$ cat src/rtl/multi_ch_addr_calc.sv
// Multi-channel address sequence generator. Each channel walks base, base+stride, ...
// for length beats (optionally repeating forever); channels share one registered
// valid/ready output slot through a round-robin arbiter.
module multi_ch_addr_calc #(
  parameter int ADDR_W   = 32,
  parameter int CNT_W    = 32,
  parameter int STRIDE_W = 16,
  parameter int NUM_CH   = 4,
  parameter int CH_W     = 2
) (
  input  logic                       clk,
  input  logic                       rst,
  input  logic [NUM_CH-1:0]          start,
  input  logic [NUM_CH-1:0]          abort,
  input  logic [NUM_CH*ADDR_W-1:0]   base,
  input  logic [NUM_CH*CNT_W-1:0]    length,
  input  logic [NUM_CH*STRIDE_W-1:0] stride,
  input  logic [NUM_CH-1:0]          wrap_en,
  output logic [ADDR_W-1:0]          addr,
  output logic [CH_W-1:0]            ch_id,
  output logic                       last,
  output logic                       addr_valid,
  input  logic                       addr_ready,
  output logic [NUM_CH-1:0]          busy,
  output logic [NUM_CH-1:0]          done
);

  // LOAD is a one-cycle settling state between accepting a start and competing
  // for the output slot, so the first beat appears two edges after start.
  typedef enum logic [1:0] {IDLE, LOAD, ACTIVE} ch_state_t;

  ch_state_t            state     [NUM_CH];
  logic [ADDR_W-1:0]    cur_addr  [NUM_CH];
  logic [ADDR_W-1:0]    base_l    [NUM_CH];
  logic [CNT_W-1:0]     remaining [NUM_CH];
  logic [CNT_W-1:0]     len_l     [NUM_CH];
  logic [STRIDE_W-1:0]  stride_l  [NUM_CH];
  logic [NUM_CH-1:0]    wrap_l;

  logic [CH_W-1:0]      rr;
  logic                 kill_q;
  logic [NUM_CH-1:0]    req;
  logic [NUM_CH-1:0]    accept;
  logic [NUM_CH-1:0]    zero_start;
  logic [CH_W-1:0]      cand;
  logic [CH_W-1:0]      grant_ch;
  logic                 grant_valid;
  logic                 grant_last;
  logic                 slot_free;
  logic                 do_grant;
  logic                 handshake;

  assign slot_free  = !addr_valid || addr_ready;
  assign handshake  = addr_valid && addr_ready;
  assign do_grant   = slot_free && grant_valid;
  assign grant_last = (remaining[grant_ch] == CNT_W'(1)) && !wrap_l[grant_ch];

  // Per-channel status: who may be granted, who is busy, and which starts are taken.
  // A channel counts as busy while any of its beats still sits in the output slot,
  // which also blocks a restart until that beat has been handed off.
  always_comb begin
    req        = '0;
    busy       = '0;
    accept     = '0;
    zero_start = '0;
    for (int i = 0; i < NUM_CH; i++) begin
      req[i]  = (state[i] == ACTIVE) && !abort[i];
      busy[i] = (state[i] != IDLE) || (addr_valid && (ch_id == CH_W'(i)));
      if (start[i] && !busy[i] && !abort[i]) begin
        if (length[i*CNT_W +: CNT_W] == '0)
          zero_start[i] = 1'b1;
        else
          accept[i] = 1'b1;
      end
    end
  end

  // Round-robin search starting just after the most recently granted channel.
  always_comb begin
    grant_valid = 1'b0;
    grant_ch    = '0;
    cand        = '0;
    for (int k = 1; k <= NUM_CH; k++) begin
      cand = CH_W'((int'(rr) + k) % NUM_CH);
      if (!grant_valid && req[cand]) begin
        grant_valid = 1'b1;
        grant_ch    = cand;
      end
    end
  end

  // Channel state machines: latch config on start, advance the address on each grant.
  always_ff @(posedge clk or posedge rst) begin
    if (rst) begin
      wrap_l <= '0;
      for (int i = 0; i < NUM_CH; i++) begin
        state[i]     <= IDLE;
        cur_addr[i]  <= '0;
        base_l[i]    <= '0;
        remaining[i] <= '0;
        len_l[i]     <= '0;
        stride_l[i]  <= '0;
      end
    end else begin
      for (int i = 0; i < NUM_CH; i++) begin
        if (abort[i]) begin
          state[i] <= IDLE;
        end else begin
          case (state[i])
            IDLE: begin
              if (accept[i]) begin
                base_l[i]    <= base[i*ADDR_W +: ADDR_W];
                cur_addr[i]  <= base[i*ADDR_W +: ADDR_W];
                len_l[i]     <= length[i*CNT_W +: CNT_W];
                remaining[i] <= length[i*CNT_W +: CNT_W];
                stride_l[i]  <= stride[i*STRIDE_W +: STRIDE_W];
                wrap_l[i]    <= wrap_en[i];
                state[i]     <= LOAD;
              end
            end
            LOAD: state[i] <= ACTIVE;
            ACTIVE: begin
              if (do_grant && (grant_ch == CH_W'(i))) begin
                if (remaining[i] == CNT_W'(1)) begin
                  if (wrap_l[i]) begin
                    cur_addr[i]  <= base_l[i];
                    remaining[i] <= len_l[i];
                  end else begin
                    state[i] <= IDLE;
                  end
                end else begin
                  cur_addr[i]  <= cur_addr[i] + ADDR_W'(stride_l[i]);
                  remaining[i] <= remaining[i] - CNT_W'(1);
                end
              end
            end
            default: state[i] <= IDLE;
          endcase
        end
      end
    end
  end

  // Output slot: load on grant, hold under backpressure, empty when nothing to send.
  // kill_q remembers that the slotted beat's channel was aborted so it raises no done.
  always_ff @(posedge clk or posedge rst) begin
    if (rst) begin
      addr       <= '0;
      ch_id      <= '0;
      last       <= 1'b0;
      addr_valid <= 1'b0;
      rr         <= CH_W'(NUM_CH - 1);
      kill_q     <= 1'b0;
    end else if (do_grant) begin
      addr       <= cur_addr[grant_ch];
      ch_id      <= grant_ch;
      last       <= grant_last;
      addr_valid <= 1'b1;
      rr         <= grant_ch;
      kill_q     <= 1'b0;
    end else begin
      if (slot_free)
        addr_valid <= 1'b0;
      if (addr_valid && abort[ch_id])
        kill_q <= 1'b1;
    end
  end

  // Completion pulses: zero-length starts, or handoff of an un-aborted final beat.
  always_ff @(posedge clk or posedge rst) begin
    if (rst) begin
      done <= '0;
    end else begin
      for (int i = 0; i < NUM_CH; i++)
        done[i] <= zero_start[i] ||
                   (handshake && last && !kill_q && !abort[i] && (ch_id == CH_W'(i)));
    end
  end

endmodule

$ cat config.mk
export PLATFORM = sky130hd
export DESIGN_NAME = multi_ch_addr_calc
export DESIGN_NICKNAME = d
export VERILOG_FILES = /design/src/rtl/multi_ch_addr_calc.sv
export SDC_FILE = /design/constraint.sdc
export NUM_CORES = 2
export LEC_CHECK = 0
export CAP_MARGIN = 20
export CORE_MARGIN = 2
export CORE_UTILIZATION = 52
export DETAILED_ROUTE_END_ITERATION = 7
export PLACE_DENSITY = 0.77
export SLEW_MARGIN = 20
export SYNTH_ARGS = -nofsm -noshare
export SYNTH_HDL_FRONTEND = slang
export SYNTH_SLANG_ARGS = --single-unit
$ cat constraint.sdc
create_clock -name clk -period 23.3 [get_ports clk]
set_input_delay 6.99 -clock clk [delete_from_list [all_inputs] [get_ports clk]]
set_output_delay 6.99 -clock clk [all_outputs]
set_load 0.005 [all_outputs]
==> impl_summary.md <==
Place
The HPWL after detailed placement is just under 80,000 um. Prior to clock tree synthesis, the placed netlist has a worst setup slack of 12.20 ns. The number of port buffers is between 300 and 400. The congestion estimate from routability-driven global placement came to 0.916.

Synthesis
In the synthesized netlist, the number of instances is 4,077. Synthesis instantiated 96 different standard cells from the library. The number of enable flip-flop cells after synthesis is 0. The synthesized cell area is 36,000 um2.

Among all flip-flop cells after synthesis, the most frequent one is sky130_fd_sc_hd__dfrtp_1. After synthesis, the share of flip-flops with an asynchronous set or reset is 100%. During synthesis, Yosys emitted a total of 0 warnings. Synthesis produced a netlist with a net count of 4,488. A synthesized cell averages 8.84 um2. In this run, synthesis produced a sequential element count of 631.

After synthesis, flip-flops and latches occupy 43.8% of the total area.

Cells and area
The share of layout cells above drive strength 1 is around 10%. The number of nets in the finished design is 4,729. The area growth from synthesis to layout is 18.1%. The library cells used most frequently in the layout, excluding fill and tap cells, are sky130_fd_sc_hd__nand2_1 (684), sky130_fd_sc_hd__dfrtp_1 (629), sky130_fd_sc_hd__nor2_1 (379), sky130_fd_sc_hd__clkdlybuf4s50_1 (378), sky130_fd_sc_hd__o21ai_0 (352). Leaving out fill and tap cells, the most frequent cell in the layout is sky130_fd_sc_hd__nand2_1. The filler cells instantiated in the layout total 5,834.

Die
The vertical die dimension is 267 um. The effective utilization at floorplan is 52.5%. The die covers 71,400 um2. In this run the core area contains 96 standard-cell rows. The region available for standard cell placement spans a little under 70,000 um2. The die boundary width is 267 um. 379 I/O pins were placed.

Critical path
The startpoint of the worst-slack reg-to-reg timing path is remaining[55]$_DFFE_PP0P_. The worst reg2reg path endpoint is cur_addr[32]$_DFFE_PP0P_. For the worst setup path, the data required time is 23.80 ns. The worst register-to-register path has a setup slack of around 19 ns. The critical path capture point type is a flip-flop.

By startpoint and endpoint, the worst setup path is classified as input pin to flip-flop. The data arrival at the endpoint of the critical path is about 11 ns. The slowest stage of the critical path belongs to the cell sky130_fd_sc_hd__o21a_2. The critical path goes through clkdlybuf4s50_1 > or4b_1 > a22oi_1 > o21a_2 > nand3_1 > a211oi_2 > or2_1 > buf_4 > o21ai_1 > a22o_1. STA classifies the critical path startpoint as an input pin. The stage delay of the slowest cell on the critical path is a little over 0.8 ns. In this run the worst path has a maximum fanout of 53. For the worst flop-to-flop path, the logic depth is 10.

Outcome
The flow ran to the end, and the final reports show no timing, DRC or antenna violations.

Detailed routing
The count of nets left with antenna violations once routing finished came out at 0. In the routed design, unresolved DRC markers number 0. The final wirelength is roughly 110,000 um. The number of DRC markers after the initial detailed-route iteration is roughly 3,000. The number of search-and-repair iterations in the first detailed-routing pass is 6. In the final routed layout, each cell accounts on average for about 21 um. The detailed-route vias per instance is 6.12. Detailed routing inserted a total of approximately 32,000 vias.

Global routing
The global-route total usage across every layer is 31.3%. Entering global routing, the biggest net connects approximately 130 pins. The first-pass GRT wire length is 175,000 um. The total overflow left after global routing is 0. The number of antenna violations at the first check in global routing was 6. The via count of the first global-routing pass was between 30,000 and 40,000.

Min path
The path class of the tightest hold or removal check is flip-flop to flip-flop. Counting instances, the worst hold path has a depth of 2. The start point of the worst hold path is base_l[57]$_DFFE_PP0P_. The worst hold path terminates at base_l[57]$_DFFE_PP0P_.

Clock tree
The clock tree from TritonCTS is built. The post-CTS clock slew at the launch and capture registers of the worst setup and hold paths is around 0.050 ns. The clock latency of the later-clocked register in the worst-skew pair is between 0.6 and 0.7 ns. The post-CTS resize count is 0. The clock passes through at most 3 buffers. Hold repair after CTS inserted 0 buffers. Once the clock tree was built, the setup fixing pass inserted 0 buffers. Counting every sink on the clock net gives 631. The maximum level of the CTS H-tree is 3. The number of clock buffers added by TritonCTS is 72.

CTS placed an instance of sky130_fd_sc_hd__clkbuf_16 at the clock tree root.

Timing
Of the available clock period, the critical path in the final layout requires 45.4%. The final setup slack of the worst path is 12.71 ns. The worst hold slack is 0.470 ns.

Setup repair after global routing left no endpoint under its margin. For the final routed database, the setup TNS stands at 0 ns. For the pin with the worst max-slew slack, the measured transition is 1.12 ns. The shortest period the worst path allows is 10.59 ns. The count of pins over their slew limit is 0. The hold violation total from the final report is 0. The highest achievable clock rate is 94.4 MHz. Headroom to the max-slew limit came out at between 20 and 30%.

Between clock sinks in the finished design, the worst skew comes to between 0.02 and 0.025 ns. Setup violations remaining at the end of the flow were counted as 0.

Power
The total power density per cell area is approximately 110 nW/um2. The static leakage is approximately 18 nW. Across the VDD grid, the largest voltage drop is ~67 uV.

Job
Max-cap violations in this run came to 0.
==> synthesized netlist by cell type, drive strengths merged (10+ instances only) <==
cell type	count	area, um2
nand2	686	2580
dfrtp	629	15700
o21ai	398	1990
nor2	384	1460
a21oi	273	1370
mux2	220	2480
clkbuf	163	616
a211oi	104	796
buf	95	541
nand3	91	473
nor4	77	561
inv	74	278
nor3	74	380
ha	72	901
o211ai	72	546
xnor2	72	631
xor2	53	464
and3	42	263
a31oi	41	257
or4	30	229
or3	29	186
a21o	28	210
a22o	26	228
o31ai	26	200
nand2b	25	156
nor2b	18	113
a221o	16	160
o21a	16	120
nand4	15	100
o22ai	15	93.8
or2	15	93.8
a22oi	14	105
a41oi	14	123
o41ai	14	123
and4	11	96.3
o2bb2ai	11	96.3
o31a	11	96.3
and2	10	62.6
nor3b	10	90.1
o311ai	10	87.6
==> layer usage <==
layer | part of all wire (%) | routed length [um] | GRT usage (%)
met5 | 0.053 | 60 | 0
met4 | 4.6 | 5210 | 13.8
met3 | 7.6 | 8610 | 5.55
met2 | 45 | 50200 | 46.9
met1 | 43 | 48700 | 44.6
==> cells by family (layout without fill, tap and decap cells) <==
| logic type | after synthesis | in the layout | share of synthesized area (%) |
|---|---|---|---|
| AND/OR/NAND/NOR | 1530 | 1530 | 19.3 |
| multiplexers | 227 | 227 | 7.10 |
| AO/OA/AOI/OAI | 1156 | 1156 | 20.1 |
| flip-flops | 631 | 631 | 43.8 |
| buffers and inverters | 332 | 623 | 3.98 |
| adder cells (fa/ha/maj) | 76 | 76 | 2.72 |
| other | 0 | 3 | 0 |
| XOR/XNOR | 125 | 125 | 3.04 |
==> critical path: cells and delay by family <==
kind / cells / cell delay, ns
compound gates: 5 / 2.00
buf+inv: 2 / 1.08
simple gates: 3 / 0.95
==> metrics by stage <==
step                      instances  area [um2]  power, W  util (%)
final                          5302       42600   0.00475      62.1
after CTS                      5299       42500   0.00474      62.0
after detailed placement       5175       40300   0.00362      58.8
after global routing           5300       42600   0.00506      62.0
after global placement         5175       40300   0.00357      58.7
after floorplan                4077       36000   0.00304         -
==> cell type report <==
class                      count  area [um2]  area share, %
antenna                        3        7.51         0.0176
clock buffer                 110        2160           5.07
clock inverter                14        83.8          0.197
timing repair buffer         425        4160           9.77
inverter                      74         282          0.661
tap                          931        1160           2.74
multi-input combinational   3114       18900           44.4
sequential                   631       15800           37.1
==> flip-flops by register name, indices dropped and copies added, names as in the netlist <==
| register | count |
|---|---|
| done | 4 |
| remaining | 128 |
| stride_l | 64 |
| state | 8 |
| kill_q | 1 |
| base_l | 128 |
| len_l | 128 |
| cur_addr | 128 |
| ch_id | 2 |
| last | 1 |
| addr | 32 |
| wrap_l | 4 |
| addr_valid | 1 |
| rr | 2 |
==> report_power, final <==
| part | internal [W] | switching, W | leakage (nW) | total (W) |
|---|---|---|---|---|
| Combinational | 0.000777 | 0.000940 | 8.83 | 0.00172 |
| Clock | 0.000636 | 0.000463 | 1.11 | 0.00110 |
| Sequential | 0.00152 | 0.000420 | 7.63 | 0.00194 |
==> how the worst max path moves through the flow <==
| stage | startpoint | end | slack (ns) |
|---|---|---|---|
| 6_report | abort[3] | remaining[57]$_DFFE_PP0P_ | 12.71 |
| 5_1_grt | abort[3] | cur_addr[50]$_DFFE_PP0P_ | 12.49 |
| 4_1_cts | abort[3] | cur_addr[50]$_DFFE_PP0P_ | 12.82 |
| 3_5_place_dp | abort[3] | cur_addr[50]$_DFFE_PP0P_ | 12.20 |
| 3_3_place_gp | abort[0] | cur_addr[91]$_DFFE_PP0P_ | 12.24 |
| 2_1_floorplan | rst | addr[0]$_DFFE_PP0P_ | 7.69 |
Note: power is estimated with default switching activity, not from simulation.
